--- src/rtl/pc_ctrl_if.sv ---
// Bundle of fetch/decode/execute/memory-stage signals exchanged with pc_ctrl.
interface pc_ctrl_if;
    // Requests and context from the pipeline
    logic [31:0] pc_f;
    logic        load_use_stall;
    logic        md_start_e;
    logic        md_is_div_e;
    logic        md_use_d;
    logic        jump_d;
    logic [31:0] jump_target_d;
    logic        branch_taken_d;
    logic [31:0] branch_target_d;
    logic        exc_req_m;
    logic        eret_m;
    logic [31:0] epc_m;

    // Control back to the pipeline
    logic [31:0] pc_next;
    logic        pc_en;
    logic        ifid_en;
    logic        ifid_flush;
    logic        idex_flush;
    logic        exmem_flush;
    logic        md_busy;
    logic [31:0] stall_cnt;

    // Pipeline side: drives requests, consumes controls
    modport master (
        output pc_f, load_use_stall, md_start_e, md_is_div_e, md_use_d,
               jump_d, jump_target_d, branch_taken_d, branch_target_d,
               exc_req_m, eret_m, epc_m,
        input  pc_next, pc_en, ifid_en, ifid_flush, idex_flush, exmem_flush,
               md_busy, stall_cnt
    );

    // Controller side
    modport slave (
        input  pc_f, load_use_stall, md_start_e, md_is_div_e, md_use_d,
               jump_d, jump_target_d, branch_taken_d, branch_target_d,
               exc_req_m, eret_m, epc_m,
        output pc_next, pc_en, ifid_en, ifid_flush, idex_flush, exmem_flush,
               md_busy, stall_cnt
    );
endinterface

--- src/rtl/pc_ctrl.sv ---
// Next-PC sequencer, stall/flush control, mult/div busy tracking and
// saturating stall-cycle counter for the 5-stage core.
module pc_ctrl #(
    parameter logic [31:0] EXC_VECTOR  = 32'h0000_4180,
    parameter int unsigned MULT_CYCLES = 5,
    parameter int unsigned DIV_CYCLES  = 10
) (
    input logic         clk,
    input logic         reset,
    pc_ctrl_if.slave    bus
);

    localparam int unsigned CNT_W = 4;
    localparam int unsigned PC_W  = 32;

    typedef enum logic {
        MD_IDLE = 1'b0,
        MD_BUSY = 1'b1
    } md_state_e;

    md_state_e          md_state_q, md_state_d;
    logic [CNT_W-1:0]   md_cnt_q, md_cnt_d;
    logic [PC_W-1:0]    stall_cnt_q, stall_cnt_d;

    logic               md_busy_c;
    logic               md_stall_c;
    logic               stall_c;
    logic [PC_W-1:0]    pc_seq_c;

    logic [PC_W-1:0]    pc_next_c;
    logic               pc_en_c;
    logic               ifid_en_c;
    logic               ifid_flush_c;
    logic               idex_flush_c;
    logic               exmem_flush_c;

    // Hazard terms shared by the PC mux and the stall counter
    always_comb begin
        md_busy_c  = (md_state_q == MD_BUSY);
        md_stall_c = bus.md_use_d & (md_busy_c | bus.md_start_e);
        stall_c    = bus.load_use_stall | md_stall_c;
        pc_seq_c   = bus.pc_f + PC_W'(4);
    end

    // PC source arbitration: exception > eret > stall > jump > branch > sequential
    always_comb begin
        pc_next_c     = pc_seq_c;
        pc_en_c       = 1'b1;
        ifid_en_c     = 1'b1;
        ifid_flush_c  = 1'b0;
        idex_flush_c  = 1'b0;
        exmem_flush_c = 1'b0;

        if (reset) begin
            pc_next_c     = '0;
            pc_en_c       = 1'b0;
            ifid_en_c     = 1'b0;
            ifid_flush_c  = 1'b1;
            idex_flush_c  = 1'b1;
            exmem_flush_c = 1'b1;
        end else if (bus.exc_req_m) begin
            pc_next_c     = EXC_VECTOR;
            ifid_flush_c  = 1'b1;
            idex_flush_c  = 1'b1;
            exmem_flush_c = 1'b1;
        end else if (bus.eret_m) begin
            pc_next_c     = bus.epc_m;
            ifid_flush_c  = 1'b1;
            idex_flush_c  = 1'b1;
            exmem_flush_c = 1'b1;
        end else if (stall_c) begin
            // Hold F and D, bubble into E; a pending jump/branch re-resolves later
            pc_en_c       = 1'b0;
            ifid_en_c     = 1'b0;
            idex_flush_c  = 1'b1;
        end else if (bus.jump_d) begin
            pc_next_c     = bus.jump_target_d;
        end else if (bus.branch_taken_d) begin
            pc_next_c     = bus.branch_target_d;
        end
    end

    // Mult/div busy FSM and saturating stall counter next-state
    always_comb begin
        md_state_d  = md_state_q;
        md_cnt_d    = md_cnt_q;
        stall_cnt_d = stall_cnt_q;

        if (bus.exc_req_m) begin
            // Exception kills the unit; a start in the same cycle is dropped
            md_state_d = MD_IDLE;
            md_cnt_d   = '0;
        end else if (bus.md_start_e) begin
            // Start or restart: reload the full latency
            md_state_d = MD_BUSY;
            md_cnt_d   = bus.md_is_div_e ? CNT_W'(DIV_CYCLES) : CNT_W'(MULT_CYCLES);
        end else if (md_state_q == MD_BUSY) begin
            if (md_cnt_q == CNT_W'(1)) begin
                md_state_d = MD_IDLE;
                md_cnt_d   = '0;
            end else begin
                md_cnt_d   = md_cnt_q - CNT_W'(1);
            end
        end

        if (stall_c && !bus.exc_req_m && !bus.eret_m && (stall_cnt_q != '1)) begin
            stall_cnt_d = stall_cnt_q + PC_W'(1);
        end
    end

    // State registers with synchronous reset
    always_ff @(posedge clk) begin
        if (reset) begin
            md_state_q  <= MD_IDLE;
            md_cnt_q    <= '0;
            stall_cnt_q <= '0;
        end else begin
            md_state_q  <= md_state_d;
            md_cnt_q    <= md_cnt_d;
            stall_cnt_q <= stall_cnt_d;
        end
    end

    // Drive the interface
    always_comb begin
        bus.pc_next     = pc_next_c;
        bus.pc_en       = pc_en_c;
        bus.ifid_en     = ifid_en_c;
        bus.ifid_flush  = ifid_flush_c;
        bus.idex_flush  = idex_flush_c;
        bus.exmem_flush = exmem_flush_c;
        bus.md_busy     = md_busy_c;
        bus.stall_cnt   = stall_cnt_q;
    end

endmodule

--- src/flat_wrapper.sv ---
// flat-port wrapper written by rule: the top's interface ports become plain ports
module pc_ctrl_flat 
#(
    parameter logic [31:0] EXC_VECTOR  = 32'h0000_4180,
    parameter int unsigned MULT_CYCLES = 5,
    parameter int unsigned DIV_CYCLES  = 10
)
  (clk, reset, bus_pc_f, bus_load_use_stall, bus_md_start_e, bus_md_is_div_e, bus_md_use_d, bus_jump_d, bus_jump_target_d, bus_branch_taken_d, bus_branch_target_d, bus_exc_req_m, bus_eret_m, bus_epc_m, bus_pc_next, bus_pc_en, bus_ifid_en, bus_ifid_flush, bus_idex_flush, bus_exmem_flush, bus_md_busy, bus_stall_cnt);
  pc_ctrl_if bus_i ();
  input logic clk;
  input logic reset;
  input wire logic [$bits(bus_i.pc_f)-1:0] bus_pc_f;
  input wire logic [$bits(bus_i.load_use_stall)-1:0] bus_load_use_stall;
  input wire logic [$bits(bus_i.md_start_e)-1:0] bus_md_start_e;
  input wire logic [$bits(bus_i.md_is_div_e)-1:0] bus_md_is_div_e;
  input wire logic [$bits(bus_i.md_use_d)-1:0] bus_md_use_d;
  input wire logic [$bits(bus_i.jump_d)-1:0] bus_jump_d;
  input wire logic [$bits(bus_i.jump_target_d)-1:0] bus_jump_target_d;
  input wire logic [$bits(bus_i.branch_taken_d)-1:0] bus_branch_taken_d;
  input wire logic [$bits(bus_i.branch_target_d)-1:0] bus_branch_target_d;
  input wire logic [$bits(bus_i.exc_req_m)-1:0] bus_exc_req_m;
  input wire logic [$bits(bus_i.eret_m)-1:0] bus_eret_m;
  input wire logic [$bits(bus_i.epc_m)-1:0] bus_epc_m;
  output wire logic [$bits(bus_i.pc_next)-1:0] bus_pc_next;
  output wire logic [$bits(bus_i.pc_en)-1:0] bus_pc_en;
  output wire logic [$bits(bus_i.ifid_en)-1:0] bus_ifid_en;
  output wire logic [$bits(bus_i.ifid_flush)-1:0] bus_ifid_flush;
  output wire logic [$bits(bus_i.idex_flush)-1:0] bus_idex_flush;
  output wire logic [$bits(bus_i.exmem_flush)-1:0] bus_exmem_flush;
  output wire logic [$bits(bus_i.md_busy)-1:0] bus_md_busy;
  output wire logic [$bits(bus_i.stall_cnt)-1:0] bus_stall_cnt;
  assign bus_i.pc_f = bus_pc_f;
  assign bus_i.load_use_stall = bus_load_use_stall;
  assign bus_i.md_start_e = bus_md_start_e;
  assign bus_i.md_is_div_e = bus_md_is_div_e;
  assign bus_i.md_use_d = bus_md_use_d;
  assign bus_i.jump_d = bus_jump_d;
  assign bus_i.jump_target_d = bus_jump_target_d;
  assign bus_i.branch_taken_d = bus_branch_taken_d;
  assign bus_i.branch_target_d = bus_branch_target_d;
  assign bus_i.exc_req_m = bus_exc_req_m;
  assign bus_i.eret_m = bus_eret_m;
  assign bus_i.epc_m = bus_epc_m;
  assign bus_pc_next = bus_i.pc_next;
  assign bus_pc_en = bus_i.pc_en;
  assign bus_ifid_en = bus_i.ifid_en;
  assign bus_ifid_flush = bus_i.ifid_flush;
  assign bus_idex_flush = bus_i.idex_flush;
  assign bus_exmem_flush = bus_i.exmem_flush;
  assign bus_md_busy = bus_i.md_busy;
  assign bus_stall_cnt = bus_i.stall_cnt;
  pc_ctrl #(.EXC_VECTOR(EXC_VECTOR), .MULT_CYCLES(MULT_CYCLES), .DIV_CYCLES(DIV_CYCLES)) u_core (.clk(clk), .reset(reset), .bus(bus_i));
endmodule
--- config.mk ---
export PLATFORM = sky130hd
export DESIGN_NAME = pc_ctrl_flat
export DESIGN_NICKNAME = d
export VERILOG_FILES = /design/src/rtl/pc_ctrl_if.sv /design/src/rtl/pc_ctrl.sv /design/src/flat_wrapper.sv
export SDC_FILE = /design/constraint.sdc
export NUM_CORES = 1
export LEC_CHECK = 0
export ABC_AREA = 1
export BUFFER_PORTS_ARGS = -buffer_cell sky130_fd_sc_hd__buf_2
export CORE_MARGIN = 2
export CORE_UTILIZATION = 53
export CTS_CLUSTER_DIAMETER = 80
export DETAILED_ROUTE_END_ITERATION = 7
export GPL_ROUTABILITY_DRIVEN = 0
export GPL_TIMING_DRIVEN = 0
export MAX_ROUTING_LAYER = met4
export PLACE_DENSITY = 0.89
export SYNTH_ARGS = -nofsm -noshare
export SYNTH_HDL_FRONTEND = slang
export SYNTH_SLANG_ARGS = --single-unit
--- constraint.sdc ---
create_clock -name clk -period 2.4 [get_ports clk]
set_input_delay 0.36 -clock clk [delete_from_list [all_inputs] [get_ports clk]]
set_output_delay 0.36 -clock clk [all_outputs]
set_load 0.01 [all_outputs]
# Word-level counts from Yosys, hierarchy flattened
# Cells that the tools add are included.
# op_classes
add_sub_neg	3
n_eq_ne	2
n_mux	24
bitwise_logic	3
n_reduce_logical	7
# ops
op	count
32-bit two-way mux	6
32-bit by 1-bit adder with 32-bit output (second input constant)	1
32-bit by 3-bit adder with 32-bit output (second input constant)	1
32-bit inequality test (second input constant)	1
4-bit two-way mux	4
1-bit two-way mux	14
4-bit by 1-bit equality test with 1-bit output (second input constant)	1
4-bit by 1-bit subtractor with 4-bit output (second input constant)	1
1-bit logical AND	3
1-bit zero test	2
1-bit OR	2
2-bit nonzero test	1
2-bit OR reduction	1
1-bit AND	1
# word_totals
ff_bits	37
output_inout_bits	70

# Depth between registers and ports, before layout
# depth
word_depth	7
ltp_mapped	11
ltp_nobuf	11

# Worst setup path after synthesis
# Ideal clock, no wire load.
# synth_timing
path_kind	input to output
startpoint	input bus_pc_f[2]
endpoint	output bus_pc_next[28]
arrival_time_ns	1.517
required_ns	2.040
setup_slack_ns	0.523
path_stages	10
path_buffers	0
path_cell_list	ha_1 nand2_1 nor2_2 nand2_1 nor2_1 nand2_1 nand2_1 nand2_1 a21o_1 a21oi_1
# synth_via
elab_chain_cells	7
# synth_lines
item	line_no	rtl
from (decl)	flat_wrapper.sv:12	input wire logic [$bits(bus_i.pc_f)-1:0] bus_pc_f;
32-bit by 3-bit adder with 32-bit output *	pc_ctrl.sv:42	pc_seq_c = bus.pc_f + PC_W'(4);
32-bit two-way mux	pc_ctrl.sv:78	end else if (bus.branch_taken_d) begin
32-bit two-way mux	pc_ctrl.sv:76	end else if (bus.jump_d) begin
32-bit two-way mux *	pc_ctrl.sv:71	end else if (stall_c) begin
32-bit two-way mux *	pc_ctrl.sv:66	end else if (bus.eret_m) begin
32-bit two-way mux *	pc_ctrl.sv:61	end else if (bus.exc_req_m) begin
32-bit two-way mux *	pc_ctrl.sv:54	if (reset) begin
to (decl)	flat_wrapper.sv:24	output wire logic [$bits(bus_i.pc_next)-1:0] bus_pc_next;
# Mark *: on every way between the ends. The rest lies on a longest branch, timed or not.

# Final worst setup path
# layout_timing
startpoint	input bus_exc_req_m
endpoint	output bus_pc_next[6]
# layout_via
elab_chain_cells	2
# layout_lines
item	line_no	rtl
from (decl)	flat_wrapper.sv:21	input wire logic [$bits(bus_i.exc_req_m)-1:0] bus_exc_req_m;
32-bit two-way mux	pc_ctrl.sv:61	
32-bit two-way mux	pc_ctrl.sv:54	
# No other way between the ends.

==> flow_summary_export.csv <==
group,metric,value,unit
synth,synthFlopType,"dfxtp_1",
detailed_routing,via_per_inst,5.56,
synth,synth_mux_area_frac,0,
critical_path,crit_buf_inv,4,
timing,setup_tns,0,ps
synth,yosys_warnings,0,
critical_path,cp.depth,7,
power_and_ir_drop,p_per_area,287,nW/um^2
critical_path,crit_required,2040,ps
layout,nNetsFinal,1209,
job,drv_cap,0,
cts,numCtsBuffers,5,
timing,fmax,0.440,GHz
critical_path,crit_path_end_kind,"output pin",
synth,synth_area_per_cell,5.42,sq um
place,numPortBuffers,205,
power_and_ir_drop,vdd_drop_max,0.185,mV
global_routing,grt_pass1_wl,27800,microns
floorplan,core-area,8590,sq um
detailed_routing,ant_nets,0,
synth,yosys.area_share.simple,0.475,
detailed_routing,routed_wl,17400,microns
detailed_routing,drc,0,
global_routing,grt_start_max_net_pins,13,
synth,synth_compound_area_frac,0.220,
global_routing,busiest_layer,"met2",
critical_path,path_cells,"buf_2, nor2_1, clkbuf_1, buf_2, o221ai_1, a21oi_1, buf_2",
floorplan,start_util,0.539,
critical_path,slowest_stage,"clkbuf_1",
critical_path,rr_worst_depth,11,
critical_path,rrSetupSlack,330,ps
synth,synth.most_common_cell,"nand2_1",
cts,cts-htree-levels,2,
worst_hold_path,holdPathStages,3,
floorplan,dieWidth,97.5,microns
global_routing,grt-ovfl-total,0,
critical_path,worstReg2RegStart,"u_core.bus.stall_cnt[0]$_SDFFE_PP0P_",
floorplan,rows,34,
power_and_ir_drop,total_power,1.71,mW
critical_path,reg2reg_to,"u_core.bus.stall_cnt[9]$_SDFFE_PP0P_",
synth,ys_seq_area_frac,0.160,
synth,synth-edff-count,0,
cts,clock_path_buffers,2,
synth,synth_xor_area_frac,0.0397,
synth,syn_area,4630,sq um
layout,n_fill_cell,794,
critical_path,critical_path_class,"input port to output pin",
global_routing,grt_util_met3,0.0878,
global_routing,antenna_found_initial,1,
timing,fin_crit_sh,0.948,
timing,fin_skew,14.3,ps
floorplan,die_y,97.5,microns
synth,yosysUniqueCellTypes,38,
timing,setup_violations,0,
global_routing,grt_usage,0.365,
detailed_routing,drtIter0Drc,667,
cts,cts_root_buf,"clkbuf_8",
critical_path,arrival,1920,ps
cts,clk_pin_slew,90,ps
critical_path,critPathLaunch,"bus_exc_req_m",
timing,rsz0062_at_grt,"no",
cts,clk_latency,310,ps
synth,synth_area_leaders,"nand2_1, dfxtp_1, nor2_1, a21oi_1, nand3_1",
cts,cts_tree,"yes",
floorplan,dieArea,9500,sq um
place,dpl.hpwl,14100,microns
synth,synthArstFlopShare,0,
synth,synth_fa_ha_area_frac,0.0108,
layout,drive_gt1_frac,0.270,
layout,area_growth,28.3,%
critical_path,cp_max_fo,10,
run_status,outcome,"complete, no violations",
timing,tightest_slew,673,ps
critical_path,start_kind,"input port",
critical_path,slowest_delay,450,ps
critical_path,cpMostUsedCell,"buf_2",
synth,yosysTopAreaCell,"nand2_1",
detailed_routing,num_vias,6540,
global_routing,grt_pass1_vias,5838,
critical_path,critPathTopFamily,"buffers and inverters",
floorplan,num_io_pins,208,
synth,synth_common_cells,"nand2_1, nor2_1, a21oi_1",
global_routing,met1_usage,0.482,
synth,synthCells,854,
timing,post-route-min-period,2280,ps
worst_hold_path,min_path_type,"input port to register",
synth,ys_ff_latch,37,
critical_path,crit_path_end,"bus_pc_next[6]",
timing,drv_slew,0,
timing,slew_headroom,0.551,
timing,hold_viol,0,
global_routing,use_met2,0.549,
detailed_routing,dr.pass1.iters,7,
synth,synth_top_family_by_area,"simple AND/OR/NAND/NOR gates",
synth,netlist.area_leader.share,0.233,
synth,synth_fp_nets,996,
cts,cts_sinks,37,
detailed_routing,wl_per_cell,14.8,microns
power_and_ir_drop,power.leakage,2.82,nW
## stage by stage
stage	util	worst slack (ps)	instance area [sq um]	hold slack (ps)	instances
final	0.691	125	5940	349	1177
after global routing	0.691	4.48	5940	393	1177
after CTS	0.685	16.2	5890	357	1175
after detailed placement	0.674	24.3	5790	498	1167
after global placement	0.674	41.7	5790	470	1167
after floorplan	-	523	4630	457	854
## worst min path at each step
stage	start	endpoint	slack (ps)
floorplan	u_core.md_cnt_q[1]$_SDFFE_PP0N_	u_core.md_cnt_q[1]$_SDFFE_PP0N_	460
detailed placement	u_core.md_cnt_q[1]$_SDFFE_PP0N_	u_core.md_cnt_q[1]$_SDFFE_PP0N_	500
finish	bus_md_start_e	u_core.bus.md_busy$_SDFF_PP0_	350
global placement	u_core.md_cnt_q[1]$_SDFFE_PP0N_	u_core.md_cnt_q[1]$_SDFFE_PP0N_	470
global route	bus_md_start_e	u_core.bus.md_busy$_SDFF_PP0_	390
CTS	bus_md_start_e	u_core.bus.md_busy$_SDFF_PP0_	360
## cells in the final DEF, fill, tap and decap left out, types with 2 or more instances in the layout
cell type / instances
nand2_1: 287
buf_2: 208
nor2_1: 112
a21oi_1: 77
inv_1: 59
nand3_1: 51
o21ai_0: 50
dfxtp_1: 36
clkbuf_1: 20
or2_2: 16
nor3_1: 16
a21o_1: 14
a21oi_2: 14
xor2_1: 13
o211ai_1: 9
xnor2_1: 7
nor2_2: 6
nor2_4: 6
nand3b_1: 6
clkbuf_8: 6
inv_2: 5
nand4_1: 5
clkbuf_2: 4
nand2_2: 4
buf_4: 4
ha_1: 4
o21bai_1: 3
a211oi_1: 3
buf_8: 3
o221ai_1: 2
o22ai_1: 2
nor3_2: 2
buf_6: 2
nor3b_1: 2
## what timing repair did
action,CTS,global route
setup endpoints to repair,2,28
hold buffers,0,0
pin swaps,0,1
gates cloned,0,0
buffers inserted,0,1
gates resized for setup,1,18
## final cells by class
class | count | area [sq um] | share of cell area
inverters | 65 | 246 | 0.0415
multi-input cells | 717 | 3490 | 0.587
plain buffers | 35 | 200 | 0.0337
flip-flops and latches | 37 | 742 | 0.125
clock buffers | 6 | 82.6 | 0.0139
clock inverters | 2 | 13.8 | 0.00232
well taps | 108 | 135 | 0.0227
diodes | 1 | 2.50 | 0.000421
repair buffers | 206 | 1030 | 0.174
## sequential cells by signal (all words and copies together), names as in the netlist
name                  cells
u_core.bus.md_busy        1
u_core.bus.stall_cnt     32
u_core.md_cnt_q           4
## kinds of logic after synthesis
logic type	count (synthesis)
flip-flops	37
AND/OR/NAND/NOR	516
adder cells (fa/ha/maj)	4
AO/OA/AOI/OAI	176
XOR/XNOR	21
buffers and inverters	100
## power breakdown
part           internal (mW)  leakage (nW)  switching (mW)
combinational          0.240          2.47           0.362
sequential             0.620         0.299         0.00679
clock                  0.233        0.0512           0.246
## layer usage
layer  vias up  part of all wire
li1       3213                 -
met1      2841              0.40
met2       433              0.43
met3        53              0.14
met4         0             0.032
met5         -                 0
## worst min-delay path, cell delays in order
cell	delay, ps
buf_2	130
o21ai_0	90
inv_1	50
Power figures use the tool's default switching activity.
